<file path="config.mk">
export PLATFORM = sky130hd
export DESIGN_NAME = fetch_stage_flat
export DESIGN_NICKNAME = d
export VERILOG_FILES = /design/src/rtl/fetch_stage_pkg.sv /design/src/rtl/fetch_stage_if.sv /design/src/rtl/fetch_skid_buf.sv /design/src/rtl/fetch_stage.sv /design/src/flat_wrapper.sv
export SDC_FILE = /design/constraint.sdc
export NUM_CORES = 1
export LEC_CHECK = 0
export ABC_AREA = 0
export CAP_MARGIN = 20
export CORE_UTILIZATION = 30
export CTS_BUF_LIST = sky130_fd_sc_hd__clkbuf_8 sky130_fd_sc_hd__clkbuf_16
export CTS_CLUSTER_DIAMETER = 120
export CTS_CLUSTER_SIZE = 14
export DETAILED_ROUTE_END_ITERATION = 10
export GPL_TIMING_DRIVEN = 0
export PLACE_DENSITY_LB_ADDON = 0.05
export SLEW_MARGIN = 10
export SYNTH_ARGS = -nofsm -noshare
export SYNTH_HDL_FRONTEND = slang
export SYNTH_SLANG_ARGS = --single-unit
</file>
<file path="constraint.sdc">
create_clock -name clk -period 3.35 [get_ports clk]
set_input_delay 0.8375 -clock clk [delete_from_list [all_inputs] [get_ports clk]]
set_output_delay 0.8375 -clock clk [all_outputs]
set_load 0.005 [all_outputs]
</file>
<file path="src/rtl/fetch_stage_pkg.sv">
// Shared definitions for the instruction-fetch stage: reset constants, the
// fetch FSM encoding and the {instr, pc} entry carried through the skid buffer.
package fetch_stage_pkg;

  localparam logic [31:0] NOP_INSTR_DEFAULT = 32'h0000_0013;
  localparam logic [31:0] RESET_PC_DEFAULT  = 32'h0000_0000;

  typedef enum logic [1:0] {
    ST_IDLE = 2'd0,
    ST_WAIT = 2'd1,
    ST_DROP = 2'd2
  } fetch_state_e;

  typedef struct packed {
    logic [31:0] instr;
    logic [31:0] pc;
  } fetch_entry_t;

  // Fetch addresses are always word aligned; low bits of a target are dropped.
  function automatic logic [31:0] align_word(input logic [31:0] addr);
    return {addr[31:2], 2'b00};
  endfunction

endpackage

</file>
<file path="src/rtl/fetch_stage_if.sv">
// Instruction-memory request/response bus between the fetch stage and imem.
// imem_req/imem_addr are held until imem_gnt; imem_rvalid returns data in order,
// at least one cycle after the grant.
interface fetch_stage_if;
  logic        imem_req;
  logic [31:0] imem_addr;
  logic        imem_gnt;
  logic        imem_rvalid;
  logic [31:0] imem_rdata;

  modport master (
    output imem_req,
    output imem_addr,
    input  imem_gnt,
    input  imem_rvalid,
    input  imem_rdata
  );

  modport slave (
    input  imem_req,
    input  imem_addr,
    output imem_gnt,
    output imem_rvalid,
    output imem_rdata
  );
endinterface

</file>
<file path="src/rtl/fetch_skid_buf.sv">
// One-entry {instr, pc} holding buffer that catches a response arriving while
// Decode is stalled. clear has priority over push.
module fetch_skid_buf
  import fetch_stage_pkg::*;
(
  input  logic         clk,
  input  logic         reset,
  input  logic         push,
  input  logic         pop,
  input  logic         clear,
  input  fetch_entry_t din,
  output logic         valid,
  output fetch_entry_t dout
);

  logic         valid_q;
  fetch_entry_t data_q;

  always_ff @(posedge clk) begin
    if (reset || clear) begin
      valid_q <= 1'b0;
      data_q  <= '0;
    end else if (push) begin
      valid_q <= 1'b1;
      data_q  <= din;
    end else if (pop) begin
      valid_q <= 1'b0;
    end
  end

  assign valid = valid_q;
  assign dout  = data_q;

endmodule

</file>
<file path="src/rtl/fetch_stage.sv">
// RV32I fetch stage: owns the PC, keeps at most one imem request in flight,
// and drives the IF/ID register with stall holding and EX redirects.
module fetch_stage
  import fetch_stage_pkg::*;
#(
  parameter logic [31:0] RESET_PC  = fetch_stage_pkg::RESET_PC_DEFAULT,
  parameter logic [31:0] NOP_INSTR = fetch_stage_pkg::NOP_INSTR_DEFAULT
) (
  input  logic                 clk,
  input  logic                 reset,
  fetch_stage_if.master        imem,
  input  logic                 stall,
  input  logic                 redirect,
  input  logic [31:0]          redirect_target,
  output logic [31:0]          Instruction_id,
  output logic [31:0]          PC_id,
  output logic                 valid_id,
  output fetch_state_e         fsm_state
);

  fetch_state_e state_q, state_d;
  logic [31:0]  pc_q, pc_d;
  logic [31:0]  req_pc_q;
  logic         req;
  logic         fire;
  logic         rsp_in_wait;

  logic         skid_push, skid_pop, skid_clear, skid_valid;
  fetch_entry_t skid_din, skid_dout;

  logic [31:0]  instr_q, pc_id_q;
  logic         valid_q;

  logic         unused_bits;
  assign unused_bits = ^redirect_target[1:0];

  // A new request is only issued when nothing useful is still in flight: either
  // idle, or the outstanding response is being consumed by Decode this cycle.
  always_comb begin
    rsp_in_wait = (state_q == ST_WAIT) && imem.imem_rvalid;
    req         = !reset && !redirect && !skid_valid &&
                  ((state_q == ST_IDLE) || (rsp_in_wait && !stall));
    fire        = req && imem.imem_gnt;
  end

  assign imem.imem_req  = req;
  assign imem.imem_addr = pc_q;

  always_comb begin
    state_d = state_q;
    pc_d    = pc_q;
    if (redirect) begin
      pc_d = align_word(redirect_target);
      unique case (state_q)
        ST_WAIT, ST_DROP: state_d = imem.imem_rvalid ? ST_IDLE : ST_DROP;
        default:          state_d = ST_IDLE;
      endcase
    end else if (fire) begin
      pc_d    = pc_q + 32'd4;
      state_d = ST_WAIT;
    end else if ((state_q != ST_IDLE) && imem.imem_rvalid) begin
      state_d = ST_IDLE;
    end
  end

  always_ff @(posedge clk) begin
    if (reset) begin
      state_q  <= ST_IDLE;
      pc_q     <= RESET_PC;
      req_pc_q <= '0;
    end else begin
      state_q <= state_d;
      pc_q    <= pc_d;
      if (fire) req_pc_q <= pc_q;
    end
  end

  always_comb begin
    skid_push  = rsp_in_wait && stall && !redirect;
    skid_pop   = skid_valid && !stall && !redirect;
    skid_clear = redirect;
    skid_din   = '{instr: imem.imem_rdata, pc: req_pc_q};
  end

  fetch_skid_buf u_skid (
    .clk   (clk),
    .reset (reset),
    .push  (skid_push),
    .pop   (skid_pop),
    .clear (skid_clear),
    .din   (skid_din),
    .valid (skid_valid),
    .dout  (skid_dout)
  );

  // Redirect overrides stall; a buffered word is older than any live response.
  always_ff @(posedge clk) begin
    if (reset) begin
      valid_q <= 1'b0;
      instr_q <= NOP_INSTR;
      pc_id_q <= '0;
    end else if (redirect) begin
      valid_q <= 1'b0;
      instr_q <= NOP_INSTR;
    end else if (!stall) begin
      if (skid_valid) begin
        valid_q <= 1'b1;
        instr_q <= skid_dout.instr;
        pc_id_q <= skid_dout.pc;
      end else if (rsp_in_wait) begin
        valid_q <= 1'b1;
        instr_q <= imem.imem_rdata;
        pc_id_q <= req_pc_q;
      end else begin
        valid_q <= 1'b0;
        instr_q <= NOP_INSTR;
      end
    end
  end

  assign Instruction_id = instr_q;
  assign PC_id          = pc_id_q;
  assign valid_id       = valid_q;
  assign fsm_state      = state_q;

endmodule

</file>
<file path="src/flat_wrapper.sv">
// flat-port wrapper written by rule: the top's interface ports become plain ports
module fetch_stage_flat import fetch_stage_pkg::*;
#(
  parameter logic [31:0] RESET_PC  = fetch_stage_pkg::RESET_PC_DEFAULT,
  parameter logic [31:0] NOP_INSTR = fetch_stage_pkg::NOP_INSTR_DEFAULT
)
  (clk, reset, stall, redirect, redirect_target, Instruction_id, PC_id, valid_id, fsm_state, imem_imem_req, imem_imem_addr, imem_imem_gnt, imem_imem_rvalid, imem_imem_rdata);
  fetch_stage_if imem_i ();
  input  logic clk;
  input  logic reset;
  input  logic stall;
  input  logic redirect;
  input  logic [31:0] redirect_target;
  output logic [31:0] Instruction_id;
  output logic [31:0] PC_id;
  output logic valid_id;
  output fetch_state_e fsm_state;
  output wire logic [$bits(imem_i.imem_req)-1:0] imem_imem_req;
  output wire logic [$bits(imem_i.imem_addr)-1:0] imem_imem_addr;
  input wire logic [$bits(imem_i.imem_gnt)-1:0] imem_imem_gnt;
  input wire logic [$bits(imem_i.imem_rvalid)-1:0] imem_imem_rvalid;
  input wire logic [$bits(imem_i.imem_rdata)-1:0] imem_imem_rdata;
  assign imem_imem_req = imem_i.imem_req;
  assign imem_imem_addr = imem_i.imem_addr;
  assign imem_i.imem_gnt = imem_imem_gnt;
  assign imem_i.imem_rvalid = imem_imem_rvalid;
  assign imem_i.imem_rdata = imem_imem_rdata;
  fetch_stage #(.RESET_PC(RESET_PC), .NOP_INSTR(NOP_INSTR)) u_core (.clk(clk), .reset(reset), .imem(imem_i), .stall(stall), .redirect(redirect), .redirect_target(redirect_target), .Instruction_id(Instruction_id), .PC_id(PC_id), .valid_id(valid_id), .fsm_state(fsm_state));
endmodule
</file>
==> metrics.md, run 1 <==
| Metric | Value |
|---|---|
| CTS buffer count | 17 |
| Die Wd | approximately 160 microns |
| Port bufs | between 150 and 200 |
| First-pass GRT wire length | a little under 40000 microns |
| Antenna violations before repair | 1 |
| Final Critical Period | approximately 3000 ps |
| Clk pin slew, worst setup/hold paths | around 70 ps |
| CTS sink cnt | 188 |
| Most common flop cell mapped by yosys | dfxtp_1 |
| Largest net degree at the start of global routing | 20 |
| Final GP Congestion | 0.775 |
| Reg power frac | 0.460 |
| Setup tns final | 0 ps |
| Worst setup path end | imem_imem_req |
| Layout Utilization | 0.416 |
| H-tree levels | 4 |
| Grt ovf | 0 |
| Pwr Density | slightly below 500 nW/um^2 |
| Rows | 58 |
| CP Max Fanout | 5 |
| Final nets | 1161 |
| Pleak | between 3 and 4 nW |
| Initial DRT Pass Iterations | 7 |
| Internal Power | just under 0.004 W |
| YS warnings | 0 |
| Status | completed |
| Skew final | about 16 ps |
| Switching part of the total | 0.231 |
| Reg2Reg Depth | 6 |
| Logic pwr share | 0.080 |
| Mapped cell area | roughly 7700 sq um |
| Area fraction of the dominant cell type after synthesis | 0.490 |
| Post-synth EDFFs | 0 |
| DR vias | a little over 7000 |
| CP Launch Type | input port |
| VDD IR max | ~0.23 mV |
| FF-to-FF End | u_core.Instruction_id[12] |
| Area Growth Syn to Fin | 35.9% |
| Least-Margin Pin Slew | roughly 750 ps |
| Layout cells sized above 1 | 0.0636 |
| Antenna Nets Post-Route | 0 |
| Synth unique cells | 61 |
| Routed wire length | 25300 microns |
| Number of fill cells in the layout | 2645 |
| CTS tree | done |
| Final Hold Vio Count | 0 |
| Critical Path Start | redirect |
| Crit-path cells | clkdlybuf4s50_1, clkbuf_8, or2_4, clkbuf_8, nor2_1, dlymetal6s2s_1 |
| Drt first-iter violations | about 660 |
| Clk pwr share | 0.460 |
| CP max stage delay | between 400 and 500 ps |
| Min-Delay Path Depth | 2 |
| Mean Syn Cell Area | between 8 and 9 sq um |
| RSZ-0062 raised after global routing | false |
| Worst setup EP type | output port |
| Hold Buf Count CTS | 0 |
| Top cells by area, synth | dfxtp_1 (49%), nand2_1 (10%), a21oi_1 (7.3%) |
| IO Pins | 170 |
| Drt drc | 0 |
| Period Utilization, post-route | 0.882 |
| Number of global-route vias before repair | approximately 6600 |
| Initial Utilization | 0.306 |
| Vias per std cell | 4.95 |
| CP required | ~2500 ps |
| Clock buffer depth | 2 |
| MaxCap Viol Count | 0 |
| Register area share after synthesis | 0.490 |
| FMAX | 0.339 GHz |
| Yosys top cell by area | dfxtp_1 |
| Place WS | -1290 ps |
| CP max-delay cell | clkdlybuf4s50_1 |
| Worst-Skew Late Latency | 430 ps |
| Critical path class | in2out |
| CP dominant cell by count | clkbuf_8 |
| Core area | between 20000 and 30000 sq um |
| Final setup violation count | 0 |
| Setup ws final | 397 ps |
| HP Class | reg2reg |
| Async set-reset flop share out of synthesis | 0 |
| Worst Hold Slack | about 450 ps |
| Sw Pwr | about 0.0012 W |
| Slew Viols, Final | 0 |
| Buffers and inverters on the worst path | 4 |
| Detailed Place HPWL | 18400 microns |
| Slew Limit Headroom | 0.498 |
| Gr usage total | 0.194 |
| Critical path's top delay family | buffers and inverters |
| Clock root buffer | clkbuf_16 |
| Post-synthesis instance total | between 900 and 1000 |
| Launching point of the worst reg2reg path | u_core.u_skid.valid |
| R2r setup slk | 920 ps |
| Routed WL per cell | between 15 and 20 microns |
| Die height | 162 microns |
| Post-synthesis register bit count | between 150 and 200 |
| CP arrival | 2120 ps |
| Worst path depth | 6 |
| Die ar. | between 20000 and 30000 sq um |
what timing repair did:
action | in CTS | in global routing
setup endpoints to repair | 1 | 1
setup buffers | 2 | 0
resized for setup | 8 | 2
kinds of logic (layout without fill, tap and decap cells):
kind of cell | after synthesis | in the layout | synth area share
AND/OR/NAND/NOR | 352 | 352 | 0.198
AO/OA/AOI/OAI | 217 | 217 | 0.185
flip-flops | 188 | 188 | 0.490
buffers and inverters | 87 | 279 | 0.0491
multiplexers | 40 | 40 | 0.0528
XOR/XNOR | 17 | 17 | 0.0194
adder cells (fa/ha/maj) | 3 | 3 | 0.00489
other | 1 | 5 | 0.000488
power groups by stage:
stage / Sequential [W] / Combinational, W / Clock (W)
4_1_cts: 0.00233 / 0.000407 / 0.00238
3_5_place_dp: 0.00238 / 0.000401 / 0
6_report: 0.00233 / 0.000405 / 0.00233
2_1_floorplan: 0.00237 / 0.000174 / 0
3_3_place_gp: 0.00238 / 0.000401 / 0
5_1_grt: 0.00234 / 0.000439 / 0.00246
worst min-delay path, delay by kind of cell (launching register included):
| family | cells | cell delay [ps] |
|---|---|---|
| DFF | 1 | 310 |
| and+or+nand+nor | 1 | 50 |
| AOI/OAI and AO/OA | 1 | 50 |
registers in the layout, summed over array words and instances, names as in the netlist:
| signal | count |
|---|---|
| u_core.fsm_state | 2 |
| u_core.Instruction_id | 32 |
| u_core.req_pc_q | 30 |
| u_core.u_skid.dout | 62 |
| u_core.u_skid.valid | 1 |
| u_core.valid_id | 1 |
| u_core.imem.imem_addr | 30 |
| u_core.PC_id | 30 |
cell usage after synthesis (4+ instances only):
master    number
nor2b_1        4
a211oi_1      34
a222oi_1      29
buf_1         10
nor3_1         6
clkbuf_1      48
and2_1         4
dfxtp_1      188
xnor2_1        6
mux2i_1       36
a31oi_1        4
inv_1          8
nor2_1        81
o21ai_0        4
buf_2         14
mux2_2         4
nand2_1      207
nand3_1        8
a21oi_1      112
xor2_1        11
o22ai_1        9
nand4_1       11
buf_4          4
and3_1         8
stage by stage:
step           cells  total power (W)  cell area [sq um]
6_report        1431          0.00507              10400
5_1_grt         1431          0.00524              10400
4_1_cts         1430          0.00512              10400
3_5_place_dp    1400          0.00278               9720
3_3_place_gp    1400          0.00279               9720
2_1_floorplan    908          0.00254               7690
layer usage:
layer / part of all wire / vias up / global-route usage
li1: - / 3540 / -
met1: 0.51 / 3315 / 0.291
met2: 0.43 / 201 / 0.283
met3: 0.045 / 30 / 0.0283
met4: 0.014 / 0 / 0.0592
met5: 0 / - / 0
worst min-delay path by stage:
stage / start / end / slack (ps)
after global routing: u_core.u_skid.dout[29] / u_core.u_skid.dout[29] / 470
after CTS: u_core.u_skid.dout[16] / u_core.u_skid.dout[16] / 460
final: u_core.u_skid.dout[36] / u_core.u_skid.dout[36] / 450
after detailed placement: u_core.u_skid.dout[16] / u_core.u_skid.dout[16] / 450
after global placement: u_core.u_skid.dout[23] / u_core.u_skid.dout[23] / 440
after floorplan: u_core.u_skid.dout[32] / u_core.u_skid.dout[32] / 430
layout make-up:
type / instances / area [sq um] / area share
inverter: 8 / 30.0 / 0.00288
buffer: 76 / 358 / 0.0343
multi-input combinational: 633 / 3550 / 0.340
sequential: 188 / 3760 / 0.361
tap: 330 / 413 / 0.0396
clock buffer: 18 / 439 / 0.0421
antenna: 1 / 2.50 / 0.000240
timing repair buffer: 164 / 1640 / 0.157
clock inverter: 13 / 235 / 0.0225
cell usage in the layout (no fill, tap or decap), types with 7 or more instances in the layout:
cell type and n:
a222oi_1 29, buf_4 7, a211oi_1 34, inv_1 8
nand3_1 8, clkbuf_1 45, a21oi_1 112, o22ai_1 9
mux2i_1 36, xor2_1 11, buf_1 8, nand2_1 207
and3_1 8, clkdlybuf4s50_1 160, clkbuf_16 17, nand4_1 11
buf_2 13, dfxtp_1 188, nor2_1 81
(Power assumes the default switching activity.)
==> run 2: changes to the inputs <==
--- a/config.mk
+++ b/config.mk
@@ -12,8 +12,10 @@
 export CTS_CLUSTER_DIAMETER = 120
 export CTS_CLUSTER_SIZE = 14
 export DETAILED_ROUTE_END_ITERATION = 10
+export GPL_ROUTABILITY_DRIVEN = 0
 export GPL_TIMING_DRIVEN = 0
 export PLACE_DENSITY_LB_ADDON = 0.05
+export SKIP_CTS_REPAIR_TIMING = 1
 export SLEW_MARGIN = 10
 export SYNTH_ARGS = -nofsm -noshare
 export SYNTH_HDL_FRONTEND = slang
==> metrics.md, run 2 (synthesis results as in run 1) <==
| Metric | Value |
|---|---|
| H-tree levels | 4 |
| Max FFs per register | between 60 and 70 |
| IO Pins | 170 |
| Routed wire length | around 25000 microns |
| Final nets | 1162 |
| Clock root buffer | clkbuf_16 |
| Grt ovf | 0 |
| Vias per std cell | 4.98 |
| Dpl cells | 1400 |
| Worst Hold Slack | ~450 ps |
| Antenna Nets Post-Route | 0 |
| HP Class | reg2reg |
| First-pass GRT wire length | slightly below 40000 microns |
| MaxCap Viol Count | 0 |
| DR vias | 7132 |
| Pwr Density | just under 500 nW/um^2 |
| CP Max Fanout | 10 |
| Area Growth Syn to Fin | 35.8% |
| Most frequent cells in the layout | nand2_1 (207), dfxtp_1 (188), clkdlybuf4s50_1 (161), a21oi_1 (112), nor2_1 (81) |
| VDD IR max | 0.232 mV |
| Commonest non-fill, non-tap cell in the layout | nand2_1 |
| Rows | 58 |
| Port bufs | 162 |
| Layout Utilization | 0.415 |
| Layout Cells excl Fill | approximately 1400 |
| FMAX | ~0.32 GHz |
| Gr usage total | 0.193 |
| Initial DRT Pass Iterations | 6 |
| Die ar. | ~26000 sq um |
| Skew final | 15.7 ps |
| CP Launch Type | input port |
| Largest net degree at the start of global routing | 17 |
| Setup tns final | 0 ps |
| Clk pin slew, worst setup/hold paths | 70 ps |
| Die Wd | ~160 microns |
| Hold Path Origin | u_core.u_skid.dout[17] |
| Pleak | between 3 and 4 nW |
| CTS tree | done |
| Number of global-route vias before repair | approximately 6600 |
| Worst setup EP type | output port |
| Drt first-iter violations | around 730 |
| Detailed Place HPWL | between 15000 and 20000 microns |
| Setup ws final | between 200 and 250 ps |
| Final Critical Period | 3140 ps |
| Final setup violation count | 0 |
| Least-Margin Pin Slew | ~760 ps |
| Final Hold Vio Count | 0 |
| Worst-Skew Late Latency | 430 ps |
| Layout cells sized above 1 | 0.0636 |
| CTS buffer count | 17 |
| CP required | about 2500 ps |
| Initial Utilization | 0.306 |
| Die height | approximately 160 microns |
| Period Utilization, post-route | 0.936 |
| Antenna violations before repair | 1 |
| Clock buffer depth | 2 |
| Core area | ~25000 sq um |
| Drt drc | 0 |
| Routed WL per cell | between 15 and 20 microns |
| Critical Path Start | redirect |
| Critical path class | in2out |
| CTS sink cnt | ~190 |
| Place WS | -1290 ps |
| CP arrival | about 2300 ps |
| Slew Viols, Final | 0 |
| RSZ-0062 raised after global routing | false |
| Slew Limit Headroom | 0.490 |
| Launching point of the worst reg2reg path | u_core.fsm_state[1] |
| Status | completed |
[run 2: routing by layer]
layer	wire length, microns	share of wire	track usage	up-vias
li1	-	-	-	3547
met1	12800	0.51	0.291	3335
met2	10900	0.43	0.281	223
met3	1250	0.050	0.0283	27
met4	358	0.014	0.0592	0
met5	0	0	0	-
[run 2: power breakdown]
| group | switching, W | leakage (nW) | internal [W] |
|---|---|---|---|
| Sequential | 0.0000595 | 1.52 | 0.00227 |
| Clock | 0.000904 | 0.323 | 0.00142 |
| Combinational | 0.000204 | 1.50 | 0.000200 |
[run 2: cell type report]
type                       count  area [sq um]
multi-input combinational    633          3550
inverter                       8          30.0
tap                          330           413
antenna                        1          2.50
sequential                   188          3760
timing repair buffer         163          1630
clock buffer                  18           439
fill                        2644         14700
buffer                        78           362
clock inverter                13           235
[run 2: final timing paths]
check                         endpoint  slack [ps]  cells after the start
max                      imem_imem_req         210                      7
min             u_core.u_skid.dout[17]         450                      2
max reg2reg  u_core.imem.imem_addr[10]         950                      9
min reg2reg     u_core.u_skid.dout[17]         450                      2
[run 2: worst max-delay path, cell delays in order]
cell             delay (ps)
clkdlybuf4s50_1         460
buf_6                   150
or2_4                   280
buf_6                   160
buf_4                   180
nor2_1                  100
dlymetal6s2s_1          130
[run 2: stage by stage]
step	power [W]	area [sq um]
2_1_floorplan	0.00254	7690
3_3_place_gp	0.00279	9720
3_5_place_dp	0.00278	9720
4_1_cts	0.00511	10400
5_1_grt	0.00524	10400
6_report	0.00507	10400
